## src/rtl/ahb_cmd_arbiter.sv

```systemverilog
// Two-requester command arbiter in front of the AHB bus top: round-robin grant, burst lock,
// in-order read tag FIFO for response routing. Define ARB_FIXED_PRIO_EN for fixed m0 priority.
module ahb_cmd_arbiter #(
  parameter int ADDR_WIDTH = 32,
  parameter int DATA_WIDTH = 32,
  parameter int TAG_DEPTH  = 4
) (
  input  logic                  hclk,
  input  logic                  hresetn,
  input  logic                  m0_vld_i,
  output logic                  m0_rdy_o,
  input  logic                  m0_wr_en_i,
  input  logic                  m0_rd_en_i,
  input  logic [2:0]            m0_size_i,
  input  logic [2:0]            m0_burst_i,
  input  logic [ADDR_WIDTH-1:0] m0_addr_i,
  input  logic [DATA_WIDTH-1:0] m0_wdata_i,
  output logic                  m0_rsp_vld_o,
  output logic [DATA_WIDTH-1:0] m0_rdata_o,
  input  logic                  m0_rsp_rdy_i,
  input  logic                  m1_vld_i,
  output logic                  m1_rdy_o,
  input  logic                  m1_wr_en_i,
  input  logic                  m1_rd_en_i,
  input  logic [2:0]            m1_size_i,
  input  logic [2:0]            m1_burst_i,
  input  logic [ADDR_WIDTH-1:0] m1_addr_i,
  input  logic [DATA_WIDTH-1:0] m1_wdata_i,
  output logic                  m1_rsp_vld_o,
  output logic [DATA_WIDTH-1:0] m1_rdata_o,
  input  logic                  m1_rsp_rdy_i,
  output logic                  din_vld_o,
  input  logic                  din_rdy_i,
  output logic                  wr_en_o,
  output logic                  rd_en_o,
  output logic [2:0]            data_size_o,
  output logic [2:0]            burst_o,
  output logic [ADDR_WIDTH-1:0] addr_o,
  output logic [DATA_WIDTH-1:0] wdata_o,
  input  logic                  dout_vld_i,
  output logic                  dout_rdy_o,
  input  logic [DATA_WIDTH-1:0] rdata_i,
  output logic                  orphan_rsp_o
);

  localparam int              PTR_W    = $clog2(TAG_DEPTH);
  localparam logic [PTR_W:0]  FULL_CNT = (PTR_W+1)'(TAG_DEPTH);

  logic             gnt;
  logic             lock_id;
  logic [3:0]       lock_cnt;
  logic [3:0]       lock_load;
  logic             g_vld, g_wr, g_rd, is_read, read_block, accept;
  logic [2:0]       g_burst;

  logic             tag_mem [TAG_DEPTH];
  logic [PTR_W-1:0] wr_ptr, rd_ptr;
  logic [PTR_W:0]   tag_cnt;
  logic             tag_empty, head, push, pop;

`ifndef ARB_FIXED_PRIO_EN
  logic rr_ptr;
`endif

  // Grant is combinational so a command passes in the cycle it is presented.
  always_comb begin
    if (lock_cnt != 4'd0) begin
      gnt = lock_id;
    end else begin
`ifdef ARB_FIXED_PRIO_EN
      gnt = !m0_vld_i && m1_vld_i;
`else
      if (m0_vld_i && m1_vld_i) gnt = rr_ptr;
      else if (m0_vld_i)        gnt = 1'b0;
      else if (m1_vld_i)        gnt = 1'b1;
      else                      gnt = rr_ptr;
`endif
    end
  end

  assign g_vld       = gnt ? m1_vld_i   : m0_vld_i;
  assign g_wr        = gnt ? m1_wr_en_i : m0_wr_en_i;
  assign g_rd        = gnt ? m1_rd_en_i : m0_rd_en_i;
  assign g_burst     = gnt ? m1_burst_i : m0_burst_i;
  assign wr_en_o     = g_wr;
  assign rd_en_o     = g_rd;
  assign burst_o     = g_burst;
  assign data_size_o = gnt ? m1_size_i  : m0_size_i;
  assign addr_o      = gnt ? m1_addr_i  : m0_addr_i;
  assign wdata_o     = gnt ? m1_wdata_i : m0_wdata_i;

  // A combined wr+rd command is a write and never takes a tag.
  assign is_read    = g_rd && !g_wr;
  assign read_block = is_read && (tag_cnt == FULL_CNT);
  assign din_vld_o  = hresetn && g_vld && !read_block;
  assign accept     = din_vld_o && din_rdy_i;
  assign m0_rdy_o   = accept && !gnt;
  assign m1_rdy_o   = accept && gnt;

  always_comb begin
    case (g_burst[2:1])
      2'b00:   lock_load = 4'd0;
      2'b01:   lock_load = 4'd3;
      2'b10:   lock_load = 4'd7;
      default: lock_load = 4'd15;
    endcase
  end

  assign tag_empty    = (tag_cnt == '0);
  assign head         = tag_mem[rd_ptr];
  assign m0_rsp_vld_o = hresetn && dout_vld_i && !tag_empty && !head;
  assign m1_rsp_vld_o = hresetn && dout_vld_i && !tag_empty && head;
  assign dout_rdy_o   = tag_empty ? 1'b1 : (head ? m1_rsp_rdy_i : m0_rsp_rdy_i);
  assign m0_rdata_o   = rdata_i;
  assign m1_rdata_o   = rdata_i;
  assign push         = accept && is_read;
  assign pop          = dout_vld_i && dout_rdy_o && !tag_empty;

  // NOTE: sequential state uses non-blocking assignments so every flop samples pre-edge values.
  always_ff @(posedge hclk or negedge hresetn) begin
    if (!hresetn) begin
      lock_cnt     <= 4'd0;
      lock_id      <= 1'b0;
      wr_ptr       <= '0;
      rd_ptr       <= '0;
      tag_cnt      <= '0;
      orphan_rsp_o <= 1'b0;
    end else begin
      if (accept) begin
        if (lock_cnt != 4'd0) begin
          lock_cnt <= lock_cnt - 4'd1;
        end else if (lock_load != 4'd0) begin
          lock_cnt <= lock_load;
          lock_id  <= gnt;
        end
      end
      if (dout_vld_i && tag_empty) orphan_rsp_o <= 1'b1;
      if (push) wr_ptr <= wr_ptr + 1'b1;
      if (pop)  rd_ptr <= rd_ptr + 1'b1;
      if (push && !pop)      tag_cnt <= tag_cnt + 1'b1;
      else if (pop && !push) tag_cnt <= tag_cnt - 1'b1;
    end
  end

  // NOTE: tag storage has no reset; entries are only read while counted valid by tag_cnt.
  always_ff @(posedge hclk) begin
    if (push) tag_mem[wr_ptr] <= gnt;
  end

`ifndef ARB_FIXED_PRIO_EN
  logic rr_adv;
  // Priority flips to the other requester once a single or the last burst beat is accepted.
  assign rr_adv = accept && ((lock_cnt == 4'd1) || (lock_cnt == 4'd0 && lock_load == 4'd0));

  always_ff @(posedge hclk or negedge hresetn) begin
    if (!hresetn)    rr_ptr <= 1'b0;
    else if (rr_adv) rr_ptr <= ~gnt;
  end
`endif

endmodule

```

## config.mk

```make
export PLATFORM = sky130hd
export DESIGN_NAME = ahb_cmd_arbiter
export DESIGN_NICKNAME = d
export VERILOG_FILES = /design/src/rtl/ahb_cmd_arbiter.sv
export SDC_FILE = /design/constraint.sdc
export NUM_CORES = 1
export LEC_CHECK = 0
export ABC_AREA = 1
export CORE_AREA = 3 3 127 129
export DETAILED_ROUTE_END_ITERATION = 10
export DIE_AREA = 0 0 130 132
export DONT_BUFFER_PORTS = 1
export GPL_ROUTABILITY_DRIVEN = 0
export GPL_TIMING_DRIVEN = 0
export PLACE_DENSITY_LB_ADDON = 0.05
export SLEW_MARGIN = 10
export SYNTH_ARGS = -nofsm -noshare
export SYNTH_HDL_FRONTEND = slang
export SYNTH_SLANG_ARGS = --single-unit
```

## constraint.sdc

```tcl
create_clock -name hclk -period 2.6 [get_ports hclk]
set_input_delay 0.13 -clock hclk [delete_from_list [all_inputs] [get_ports hclk]]
set_output_delay 0.13 -clock hclk [all_outputs]
set_load 0.02 [all_outputs]
```

==> metrics.yaml, run 1 <==
synth:
  synth.distinct_cells: 32
  synth_edf_count: 4
  ys_async_sr_fraction_pct: 77.8
  ys_seq_elements: 18
  syn_area_um2: 2690
  synth_cells: 453
  ys_seq_area_share_pct: 17.5
  syn_avg_cell_area_um2: 5.94
  syn_nets: 646
  synth_warnings: 0
  synth-main-ff-cell: "dfrtp_1"
setup_path:
  r2r_setup_slack_ns: 0.11
  cp_max_fo: 3
  r2r_start: "lock_cnt[1]"
  criticalPathCategory: "reg -> reg"
  startpoint_type: "flip-flop"
  worstReg2RegEnd: "tag_cnt[1]"
  critPathArrivalTime_ns: 2.63
  rr_worst_depth: 15
  critPathCaptureType: "flip-flop"
  crit_required_ns: 2.74
clock_network:
  cts_tree: "yes"
  clock_latency_ns: 0.25
  cts_buffer_depth: 2
  htreeDepth: 1
  cts_sinks: 18
  cts_root_buf: "clkbuf_16"
  clkTransAtPathRegs_ns: 0.06
  cts_made_buffers: 3
timing:
  finalSetupTns_ns: 0
  tightest_slew_ns: 0.794
  skew_ns: 0.00400
  finalSetupViolations: 0
  fin_crit_ns: 2.49
  final_max_slew_viol_count: 0
  slew_headroom_pct: 46.9
  fmax_mhz: 402
  min_period_over_period_pct: 95.7
  hold_viol_final: 0
routing:
  drc: 0
  top_layer: "met4"
  firstDrtPassIters: 4
  routed_wl_um: 12200
  via_count: 2641
  drtIter0Drc: 60
  vias_per_cell: 3.98
  wl_per_cell_um: 18.3
  wl_met1_um: 4970
  wl_met2_um: 6450
  ant_nets: 0
  wl_met3_um: 691
worst_hold_path:
  holdPathEnd: "rd_ptr[0]"
  min_path_type: "in -> reg"
  worstHoldStart: "dout_vld_i"
  holdPathStages: 2
cells_and_area:
  area_growth_pct: 20.9
  final_area_um2: 3250
  finalNetCount: 669
  antenna_cells: 0
  drive_gt1_share_pct: 28.8
outcome:
  status: "complete, no violations"
power:
  ir_drop_mv: 0.397
  p_leak_nw: 1.83
  powerDensity_nw_per_um2: 1280
grt:
  grt_pass1_wl_um: 16900
  grt_overflow_total: 0
  first_global_vias: 2636
  grt.total_usage_pct: 13.1
  grt_max_degree: 15
  antenna_found_initial: 0
die:
  die_h_um: 132
  initial_core_util_pct: 17.8
  io_pins: 327
  die-area_um2: 17200
  die_width_um: 130
  row_count: 45
  coreArea_um2: 15100
placement:
  placed_area_um2: 2930
  io_buffer_count: 0
  dpl.hpwl_um: 10700
job:
  max-cap-violations: 0
## registers in the layout (all words and copies together) (netlist names)
signal        flops
rd_ptr            2
orphan_rsp_o      1
lock_id           1
lock_cnt          4
tag_cnt           3
tag_mem           4
wr_ptr            2
rr_ptr            1
## layout by cell type, fill, tap and decap left out
master           n
xor2_1           3
mux2_4           1
a21oi_1          2
a21o_1           1
fa_2             1
dlygate4sd3_1    2
o21ai_0          1
nand4_4          1
nor2_1          11
inv_4            2
nor2_2           2
nor2_8           2
ha_1             6
buf_2            7
inv_2            7
buf_6            2
o21ai_1          4
nand3_2          4
nand2_2          4
nand4_2          1
nand2_1        246
a21oi_2          1
edfxtp_1         4
nand3_1          7
dfrtp_1         14
clkinv_1         1
nor3_1           2
nand3_4          4
clkbuf_1         6
xnor2_1          2
buf_4           79
inv_1           25
nor2_4           1
o22ai_1          1
and2_4           1
clkbuf_16        3
nand2_4         11
clkbuf_2         1
ha_4             2
## area by class of cell
type | count | area, µm²
timing repair buffer | 18 | 144
clock inverter | 1 | 3.75
tap | 188 | 235
sequential | 18 | 470
buffer | 79 | 554
fill | 1747 | 11900
inverter | 34 | 133
multi-input combinational | 322 | 1640
clock buffer | 3 | 75.1
## stage by stage
stage                     setup slack [ns]  power, mW  instances  utilization (%)  hold WS, ns
after global routing               -0.0332       4.55        663             21.5        0.111
after floorplan                    0.00834       3.01        453                -       -0.166
after detailed placement            -0.435       3.62        641             19.3       -0.165
final                                0.111       4.17        663             21.5        0.104
after CTS                           0.0227       4.10        656             20.6        0.107
after global placement              -0.443       3.65        641             19.3       -0.165
## per-layer routing
layer	vias up	track usage [%]
met3	4	2.27
met4	0	1.73
met2	114	23.5
met5	-	0
met1	1187	16.7
li1	1336	-
## critical path, cell delays in order (launching register included)
cell	delay [ns]
dfrtp_1	0.40
inv_2	0.09
ha_4	0.17
inv_4	0.05
nor2_8	0.11
buf_6	0.12
nand3_4	0.07
nand3_2	0.07
nand2_2	0.07
and2_4	0.17
nand4_4	0.07
inv_4	0.05
ha_4	0.15
inv_2	0.08
fa_2	0.44
mux2_4	0.27
## power breakdown
group	internal [mW]	switching, mW
clock network	0.205	0.116
registers	0.404	0.113
logic	0.904	2.43
total	1.51	2.66
## logic make-up after synthesis
group	count (synthesis)	synth area share (%)
AO/OA/AOI/OAI	10	2.00
buffers and inverters	113	25.3
flip-flops	18	17.5
AND/OR/NAND/NOR	297	48.7
XOR/XNOR	5	1.63
multiplexers	1	0.418
adder cells (fa/ha/maj)	9	4.46
## worst max path at each step
stage | depth (start not counted) | startpoint | slack (ns) | endpoint
floorplan | 17 | lock_cnt[0] | 0.008 | tag_cnt[2]
global placement | 17 | lock_cnt[1] | -0.44 | tag_cnt[2]
detailed placement | 17 | lock_cnt[1] | -0.44 | tag_cnt[2]
CTS | 15 | lock_cnt[1] | 0.02 | tag_cnt[1]
global route | 17 | lock_cnt[1] | -0.03 | tag_cnt[2]
finish | 15 | lock_cnt[1] | 0.11 | tag_cnt[1]
## timing repair
item | CTS | global route
hold buffers | 2 | 0
endpoints found under the setup margin | 4 | 4
pin swaps | 6 | 12
gates resized for setup | 10 | 19
gates cloned | 0 | 0
hold endpoints to repair | 15 | 0
setup buffers | 9 | 7
## cell usage after synthesis, drive strengths merged, types with 2 or more instances
cell type / number / share of area [%]
clkbuf: 7 / 0.98
buf: 72 / 20
o21ai: 5 / 0.93
edfxtp: 4 / 4.5
nor3: 2 / 0.37
inv: 34 / 4.7
xnor2: 2 / 0.65
nor2: 16 / 3.9
nand3: 15 / 4.4
nand2: 261 / 39
xor2: 3 / 0.98
a21oi: 3 / 0.56
nand4: 2 / 1.3
ha: 8 / 3.7
dfrtp: 14 / 13
(Power assumes the default switching activity.)
==> run 2: changes to the inputs <==
Clock period 2.6 ns to 2.9 ns, I/O delays scaled along.
==> run 2 against run 1 <==
Net effect:
- design area down 4.5%
- routed wire length down 1.2%
- cell count down 1.2%
- non-clock buffer count down 8
- clock power down 12%
- setup slack better by 0.10 ns
- hold slack worse by 0.087 ns
- maximum frequency down 7.3%
- combinational power down 15%
- sequential share of layout area up 0.67 points
- critical endpoint is now tag_cnt[2]
- largest cell class unchanged
- largest power group unchanged
==> metrics.yaml, run 2 (synthesis results as in run 1) <==
clock_network:
  htreeDepth: 1
  cts_made_buffers: 3
  clkTransAtPathRegs_ns: 0.05
  cts_tree: "yes"
  clock_latency_ns: 0.25
  cts_root_buf: "clkbuf_16"
  cts_sinks: 18
  cts_buffer_depth: 2
setup_path:
  cp_slowest_cell: "dfrtp_1"
  startpoint_type: "flip-flop"
  critPathArrivalTime_ns: 2.81
  critPathCaptureType: "flip-flop"
  cpPeakStageDelay_ns: 0.39
  criticalPathCategory: "reg -> reg"
  crit_required_ns: 3.03
  crit_chain: "inv_2, ha_4, inv_2, nor2_8, nand2_4, nand2_4, nand2_2, nand2_4, and2_4, nand4_4, inv_2, ha_1, inv_1, fa_1, a21oi_1, o21ai_0, xor2_1"
  cp_max_fo: 4
routing:
  via_count: 2599
  firstDrtPassIters: 4
  vias_per_cell: 3.97
  drtIter0Drc: 71
  drc: 0
  routed_wl_um: 12000
  wl_per_cell_um: 18.3
  ant_nets: 0
cells_and_area:
  layout_common_cells: "nand2_1 (247), buf_4 (73), inv_1 (26)"
  final_core_util_pct: 20.5
  finalNetCount: 661
  top_regs: "lock_cnt (4), tag_mem (4), tag_cnt (3)"
  antenna_cells: 0
  fillers: 1723
  drive_gt1_share_pct: 25.9
  area_growth_pct: 15.5
  final_common_cell: "nand2_1"
power:
  power.internal_mw: 1.25
  powerDensity_nw_per_um2: 1150
  p_clk_share_pct: 7.9
  p_switching_mw: 2.34
  ir_drop_mv: 0.363
  pwr-share-seq_pct: 13.0
  p_leak_nw: 1.76
  swShare_pct: 65.1
  combinationalPowerShare_pct: 79.1
grt:
  grt.total_usage_pct: 12.8
  antenna_found_initial: 0
  grt_max_degree: 15
  first_global_vias: 2642
  grt_overflow_total: 0
  grt_pass1_wl_um: 16600
timing:
  hold_viol_final: 0
  finalSetupViolations: 0
  rsz0062_at_grt: "false"
  final_max_slew_viol_count: 0
  finalSetupTns_ns: 0
  fin_crit_ns: 2.69
  fmax_mhz: 372
  tightest_slew_ns: 0.761
  skew_ns: 0.00488
  slew_headroom_pct: 49.3
  min_period_over_period_pct: 92.6
die:
  row_count: 45
  initial_core_util_pct: 17.8
  die_h_um: 132
  coreArea_um2: 15100
  io_pins: 327
  die_width_um: 130
  die-area_um2: 17200
placement:
  dpl.hpwl_um: 10500
  io_buffer_count: 0
worst_hold_path:
  min_path_type: "in -> reg"
outcome:
  status: "complete, no violations"
job:
  max-cap-violations: 0
==> run 2: cell count changes in the layout (fill, tap and decap cells not counted), moves of 2 or more <==
cell	previous run	this run
nand3_1	7	10
inv_4	2	0
buf_4	79	73
nand3_2	4	2
nand2_2	4	8
nand2_4	11	6
==> run 2: layer usage <==
layer | part of all wire, % | global-route usage, % | routed length (µm) | vias to the layer above
met5 | 0 | 0 | 0 | -
met1 | 39 | 16.0 | 4740 | 1148
li1 | - | - | - | 1325
met4 | 0.47 | 1.73 | 57 | 0
met2 | 54 | 23.5 | 6430 | 122
met3 | 6.5 | 2.15 | 778 | 4
==> run 2: cell type report <==
| class | instances | area (µm²) | share of cell area [%] |
|---|---|---|---|
| Multi-Input combinational cell | 322 | 1570 | 50.4 |
| Buffer | 79 | 553 | 17.8 |
| Sequential cell | 18 | 470 | 15.1 |
| Tap cell | 188 | 235 | 7.57 |
| Inverter | 34 | 128 | 4.10 |
| Timing Repair Buffer | 10 | 77.6 | 2.49 |
| Clock buffer | 3 | 75.1 | 2.41 |
| Clock inverter | 1 | 3.75 | 0.121 |
==> run 2: power groups by stage <==
stage / sequential, mW / combinational (mW) / clock, mW
after floorplan: 0.446 / 2.25 / 0
after detailed placement: 0.471 / 2.78 / 0
after CTS: 0.464 / 2.86 / 0.296
after global routing: 0.480 / 3.12 / 0.304
after global placement: 0.475 / 2.80 / 0
final: 0.466 / 2.84 / 0.283
==> run 2: path summary, 6_finish.rpt <==
kind,from,end,slack [ns],cells past startpoint
min,dout_vld_i,orphan_rsp_o,0.02,1
max reg2reg,lock_cnt[0],tag_cnt[2],0.21,17
max in group asynchronous,hresetn,orphan_rsp_o,2.06,1
min in group asynchronous,hresetn,rr_ptr,0.39,1
min reg2reg,rd_ptr[1],rd_ptr[1],0.51,1
max,lock_cnt[0],tag_cnt[2],0.21,17
==> run 2: metrics by stage <==
step           instances  instance area (µm²)  power (mW)  hold WS (ns)  setup WS, ns
2_1_floorplan        453                 2690        2.69        -0.151         0.235
3_3_place_gp         641                 2930        3.27        -0.150        -0.218
3_5_place_dp         641                 2930        3.25        -0.150        -0.232
5_1_grt              655                 3110        3.90        0.0110        0.0103
6_report             655                 3110        3.59        0.0165         0.215
4_1_cts              650                 3060        3.63        0.0129        0.0139
==> run 2: worst max-delay path: cells and delay by family, from the launching register on <==
kind / cells / cell delay (ns)
DFF: 1 / 0.39
and+or+nand+nor: 7 / 0.74
AOI/OAI and AO/OA: 2 / 0.25
adders and majority gates: 3 / 0.68
buffers and inverters: 4 / 0.34
xor gates and xnor gates: 1 / 0.15
==> run 2: what timing repair did <==
| item | in CTS | in global routing |
|---|---|---|
| endpoints found under the setup margin | 2 | 2 |
| buffers inserted | 4 | 5 |
| hold endpoints to repair | 14 | 0 |
| pin swaps | 2 | 3 |
| resized for setup | 4 | 5 |
| hold buffers | 1 | 0 |
